$ cat src/rtl/bram_arbiter.sv
// Two-port arbiter for a single shared block RAM: round-robin with optional
// lock bursts capped at MAX_BURST, one access per cycle, 1-cycle read return.
module bram_arbiter #(
  parameter int DW        = 128,
  parameter int AW        = 9,
  parameter int MAX_BURST = 16
) (
  input  logic          CLK,
  input  logic          RSTN,
  input  logic          req0,
  input  logic          req1,
  input  logic          we0,
  input  logic          we1,
  input  logic          lock0,
  input  logic          lock1,
  input  logic [AW-1:0] addr0,
  input  logic [AW-1:0] addr1,
  input  logic [DW-1:0] wdata0,
  input  logic [DW-1:0] wdata1,
  output logic          gnt0,
  output logic          gnt1,
  output logic          rvalid0,
  output logic          rvalid1,
  output logic [DW-1:0] rdata,
  output logic          bram_EN,
  output logic [3:0]    bram_WE,
  output logic [12:0]   bram_A,
  output logic [DW-1:0] bram_Di,
  input  logic [DW-1:0] bram_Do
);

  localparam int BW = $clog2(MAX_BURST + 1);

  typedef enum logic [1:0] {
    OWN_NONE = 2'd0,
    OWN_P0   = 2'd1,
    OWN_P1   = 2'd2
  } own_e;

  own_e          own_q, own_d;
  logic [BW-1:0] burst_q, burst_d;
  logic          last_q, last_d;   // 1 = port 1 was served last
  logic          rvalid0_q, rvalid1_q;
  logic          g0, g1;
  logic          hold0, hold1, at_max;

  always_ff @(posedge CLK or negedge RSTN) begin
    if (!RSTN) begin
      own_q     <= OWN_NONE;
      burst_q   <= '0;
      last_q    <= 1'b1;
      rvalid0_q <= 1'b0;
      rvalid1_q <= 1'b0;
    end else begin
      own_q     <= own_d;
      burst_q   <= burst_d;
      last_q    <= last_d;
      rvalid0_q <= gnt0 & ~we0;
      rvalid1_q <= gnt1 & ~we1;
    end
  end

  always_comb begin
    own_d   = own_q;
    burst_d = burst_q;
    last_d  = last_q;
    g0      = 1'b0;
    g1      = 1'b0;
    hold0   = (own_q == OWN_P0) && req0 && lock0;
    hold1   = (own_q == OWN_P1) && req1 && lock1;
    at_max  = (burst_q >= BW'(MAX_BURST));

    if (hold0) begin
      // A capped burst yields exactly one grant to the waiting port.
      if (at_max && req1) begin
        g1      = 1'b1;
        burst_d = '0;
      end else begin
        g0      = 1'b1;
        burst_d = at_max ? burst_q : burst_q + BW'(1);
      end
    end else if (hold1) begin
      if (at_max && req0) begin
        g0      = 1'b1;
        burst_d = '0;
      end else begin
        g1      = 1'b1;
        burst_d = at_max ? burst_q : burst_q + BW'(1);
      end
    end else begin
      own_d   = OWN_NONE;
      burst_d = '0;
      if (req0 && (!req1 || last_q)) begin
        g0 = 1'b1;
      end else if (req1) begin
        g1 = 1'b1;
      end
      if (g0 && lock0) begin
        own_d   = OWN_P0;
        burst_d = BW'(1);
      end else if (g1 && lock1) begin
        own_d   = OWN_P1;
        burst_d = BW'(1);
      end
    end

    if (g0) begin
      last_d = 1'b0;
    end else if (g1) begin
      last_d = 1'b1;
    end
  end

  assign gnt0    = g0 & RSTN;
  assign gnt1    = g1 & RSTN;
  assign rvalid0 = rvalid0_q;
  assign rvalid1 = rvalid1_q;
  assign rdata   = bram_Do;

  // The RAM output is gated by the current enable, so keep it on for returns.
  assign bram_EN = gnt0 | gnt1 | rvalid0_q | rvalid1_q;

  always_comb begin
    bram_A  = '0;
    bram_Di = '0;
    bram_WE = 4'h0;
    if (gnt0) begin
      bram_A  = 13'({addr0, 2'b00});
      bram_Di = wdata0;
      bram_WE = we0 ? 4'hF : 4'h0;
    end else if (gnt1) begin
      bram_A  = 13'({addr1, 2'b00});
      bram_Di = wdata1;
      bram_WE = we1 ? 4'hF : 4'h0;
    end
  end

endmodule

$ cat config.mk
export PLATFORM = sky130hd
export DESIGN_NAME = bram_arbiter
export DESIGN_NICKNAME = d
export VERILOG_FILES = /design/src/rtl/bram_arbiter.sv
export SDC_FILE = /design/constraint.sdc
export NUM_CORES = 1
export LEC_CHECK = 0
export ABC_CLOCK_PERIOD_IN_PS = 1900
export CAP_MARGIN = 15
export CORE_AREA = 2 2 269 271
export DETAILED_ROUTE_END_ITERATION = 10
export DIE_AREA = 0 0 271 273
export GPL_TIMING_DRIVEN = 0
export MAX_ROUTING_LAYER = met4
export PLACE_DENSITY = 0.39
export SLEW_MARGIN = 20
export SYNTH_ARGS = -nofsm -noshare
export SYNTH_HDL_FRONTEND = slang
export SYNTH_SLANG_ARGS = --single-unit
$ cat constraint.sdc
create_clock -name CLK -period 1.9 [get_ports CLK]
set_input_delay 0.38 -clock CLK [delete_from_list [all_inputs] [get_ports CLK]]
set_output_delay 0.38 -clock CLK [all_outputs]
set_load 0.05 [all_outputs]
==> Implementation_results.wiki <==
{| class="wikitable"
! Metric !! Value
|-
| Total net switching power || approximately 0.0026 W
|-
| Number of setup violations in the final report || 144
|-
| Final core utilization || 16.3%
|-
| Synth async-reset ratio || 100%
|-
| Max Clock Skew || 3.07 ps
|-
| Kind of start point of the critical path || flop
|-
| Fin crit period || 2630 ps
|-
| Fin. Hold Viols || 0
|-
| Mapped Cells || 394
|-
| Global-route usage over all layers || 10.6%
|-
| Pwr Total || 0.00527 W
|-
| Syn-to-layout area delta || 253%
|-
| CP arrival || 2250 ps
|-
| Most frequent standard cell in the layout excluding fill and tap cells || sky130_fd_sc_hd__clkdlybuf4s50_1
|-
| Failing checks || setup timing
|-
| Max Fclk || 0.381 GHz
|-
| Width of the chip || 271 um
|-
| Placement row count || 98
|-
| Final Net Count || 1399
|-
| Count of max-cap constraint violations || 0
|-
| Critical Path RT || 1520 ps
|-
| Total global routing overflow || 0
|-
| Setup repair after global routing missed its margin || yes
|-
| Reg power frac || between 4 and 5%
|-
| Sum of routed wire length over all layers || 42000 um
|-
| Maximum level of the CTS H-tree || 1
|-
| GPL Wtd Cong || 0.869
|-
| I/O pin total || 688
|-
| Highest-count cells in the layout ignoring fill and taps || 406 x sky130_fd_sc_hd__clkdlybuf4s50_1, 150 x sky130_fd_sc_hd__buf_4, 137 x sky130_fd_sc_hd__a32o_2
|-
| Port bufs || 555
|-
| Peak supply drop || about 0.25 mV
|-
| Detail Placement HPWL || approximately 36000 um
|-
| Initial standard-cell utilization of the core || around 4.6%
|-
| Outcome || finished with violations
|-
| Power density over the cells || 456 mW/mm^2
|-
| Vias in the first global route || 6078
|-
| Vias post-DR || between 5000 and 6000
|-
| Dpl cells || around 1900
|-
| Global-route wire length before repair || 52400 um
|-
| Kind of capture point of the worst setup path || output port
|-
| Clock network fraction of total power || 8.0%
|-
| WS Path Type || flop to output port
|-
| Core region area || 0.0710 mm^2
|-
| Router iterations before antenna repair || 5
|-
| Proportion of total power due to net switching || between 40% and 50%
|-
| Worst hold slack after final layout || 99.1 ps
|-
| Number of slew-limit violations in the final report || 0
|-
| Primary flip-flop cell chosen by synthesis mapping || sky130_fd_sc_hd__dfrtp_1
|-
| Synth Warn # || 0
|-
| Clock sink count || 10
|-
| Post-place instance area || 0.0103 mm^2
|-
| Residual DRC || 0
|-
| TritonCTS clock tree || yes
|-
| Critical-path maximum fanout || 10
|-
| Fraction of layout cells with a size suffix above 1 || 50.9%
|-
| Antenna violations before repair || 35
|-
| Count of nets left with antenna violations after detail routing || 0
|-
| Finished Cell Area || 0.0116 mm^2
|-
| Number of synthesized flops with an enable pin || 0
|-
| Post-Synthesis Mean Instance Area || 8.31 um^2
|-
| Maximum clock path buffer count || 2
|-
| DRC marker count from the first detailed-route iteration || 126
|-
| Synthesized area || between 0.003 and 0.004 mm^2
|-
| Number of CTS-inserted buffers || 3
|-
| Synthesis-stage register bit count || 10
|-
| Die Y-Extent || between 200 and 300 um
|-
| Cell chosen for the clock root || sky130_fd_sc_hd__clkbuf_16
|-
| Wire per inst || roughly 22 um
|-
| Share of synthesized area occupied by flip-flops and latches || under 10%
|-
| Insertion delay to the later sink of the worst-skew pair || 240 ps
|-
| Max_slew headroom || 43.3%
|-
| Distinct cell type count after synthesis || 38
|-
| Tcrit/Tclk final || 138%
|-
| Die outline area || 0.0740 mm^2
|-
| Cell internal pwr || between 0.002 and 0.003 W
|-
| Average via count per standard cell || 3.04
|-
| Clock slew seen by the registers of the worst setup and hold paths || 40 ps
|-
| Leakage || 5.08 nW
|-
| Path category of the worst min-delay check || primary input to asynchronous set/reset pin
|-
| Worst-case setup margin in the final layout || -726 ps
|-
| Number of standard cells in the layout, taps in and fillers out || a little under 2000
|-
| Maximum number of pins on one net before global-route repair || 11
|-
| Slew at the pin closest to its max-slew limit || approximately 850 ps
|-
| Share of power burned in combinational logic || between 80% and 90%
|}
## worst max-delay path, cell delays in order, from the launching register on
cell and delay [ps]:
sky130_fd_sc_hd__dfrtp_1 410, sky130_fd_sc_hd__and4b_4 380, sky130_fd_sc_hd__buf_6 110, sky130_fd_sc_hd__nor3_4 40, sky130_fd_sc_hd__nor3_4 180, sky130_fd_sc_hd__buf_12 150
sky130_fd_sc_hd__buf_16 160, sky130_fd_sc_hd__buf_4 190, sky130_fd_sc_hd__a32o_2 190, sky130_fd_sc_hd__buf_8 160
## power by group through the flow
| stage | logic (W) | registers, W | clock network, W |
|---|---|---|---|
| global route | 0.00479 | 0.000242 | 0.000438 |
| floorplan | 0.00236 | 0.000248 | 0 |
| global placement | 0.00408 | 0.000245 | 0 |
| CTS | 0.00449 | 0.000240 | 0.000431 |
| detailed placement | 0.00406 | 0.000245 | 0 |
| finish | 0.00461 | 0.000241 | 0.000420 |
## layout make-up
cell class | count | area [um^2]
Timing Repair Buffer | 587 | 6360
Fill cell | 7909 | 59400
Inverter | 5 | 18.8
Clock buffer | 4 | 88.8
Tap cell | 950 | 1190
Sequential cell | 10 | 251
Buffer | 183 | 1630
Antenna cell | 13 | 32.5
Multi-Input combinational cell | 197 | 1980
## kinds of logic (layout without fill, tap and decap cells)
logic type / count (synthesis) / after routing / synth area share, %
buffers and inverters: 190 / 779 / 38.6
AND/OR/NAND/NOR: 33 / 33 / 6.08
adder cells (fa/ha/maj): 2 / 2 / 0.764
flip-flops: 10 / 10 / 7.68
AO/OA/AOI/OAI: 155 / 155 / 45.9
multiplexers: 1 / 1 / 0.306
XOR/XNOR: 2 / 2 / 0.535
other: 1 / 17 / 0.115
## worst paths after layout
path                                to       start  slack [ps]  cells past startpoint
setup / recovery           bram_Di[70]    own_q[0]        -730                      9
min in group CLK            burst_q[3]  burst_q[3]         540                      2
hold / removal                  last_q        RSTN         100                      1
setup reg to reg               rvalid1    own_q[0]          80                      8
max in group asynchronous     own_q[1]        RSTN         910                      2
hold reg to reg             burst_q[3]  burst_q[3]         540                      2
## flip-flops by register name, indices dropped and copies added (netlist names)
| register | flops |
|---|---|
| own_q | 2 |
| burst_q | 5 |
| last_q | 1 |
| rvalid1 | 1 |
| rvalid0 | 1 |
## Yosys cell counts, types with 2 or more instances
master                     instances  area [um^2]
sky130_fd_sc_hd__buf_4           139         1040
sky130_fd_sc_hd__a32o_1          138         1380
sky130_fd_sc_hd__buf_2            24          120
sky130_fd_sc_hd__clkbuf_1         22         82.6
sky130_fd_sc_hd__dfrtp_1           9          225
sky130_fd_sc_hd__nand2_1           8         30.0
sky130_fd_sc_hd__a21oi_1           5         25.0
sky130_fd_sc_hd__inv_1             5         18.8
sky130_fd_sc_hd__nand3_1           5         25.0
sky130_fd_sc_hd__nor2_1            5         18.8
sky130_fd_sc_hd__o21ai_0           3         15.0
sky130_fd_sc_hd__and3b_1           2         17.5
sky130_fd_sc_hd__ha_1              2         25.0
sky130_fd_sc_hd__nand2b_1          2         12.5
sky130_fd_sc_hd__nand3b_1          2         15.0
## per-stage QoR
stage	setup slack (ps)	TNS, ps
6_report	-726	-91690
5_1_grt	-810	-103230
4_1_cts	-824	-98210
3_5_place_dp	-2580	-310490
3_3_place_gp	-2810	-339660
2_1_floorplan	-227	-27870
## layer usage
metal	track usage, %	wire length [um]
met2	18.4	20500
met5	-	0
met4	1.09	549
met1	12.3	17600
met3	3.31	3430
## repair_timing
action	in CTS	in global routing
pin swaps	10	20
endpoints found under the hold margin	9	0
setup buffers	13	9
resized for setup	1089	72
hold buffers	1	0
endpoints found under the setup margin	146	145
gates cloned	3	8
Note: power is estimated with default switching activity, not from simulation.
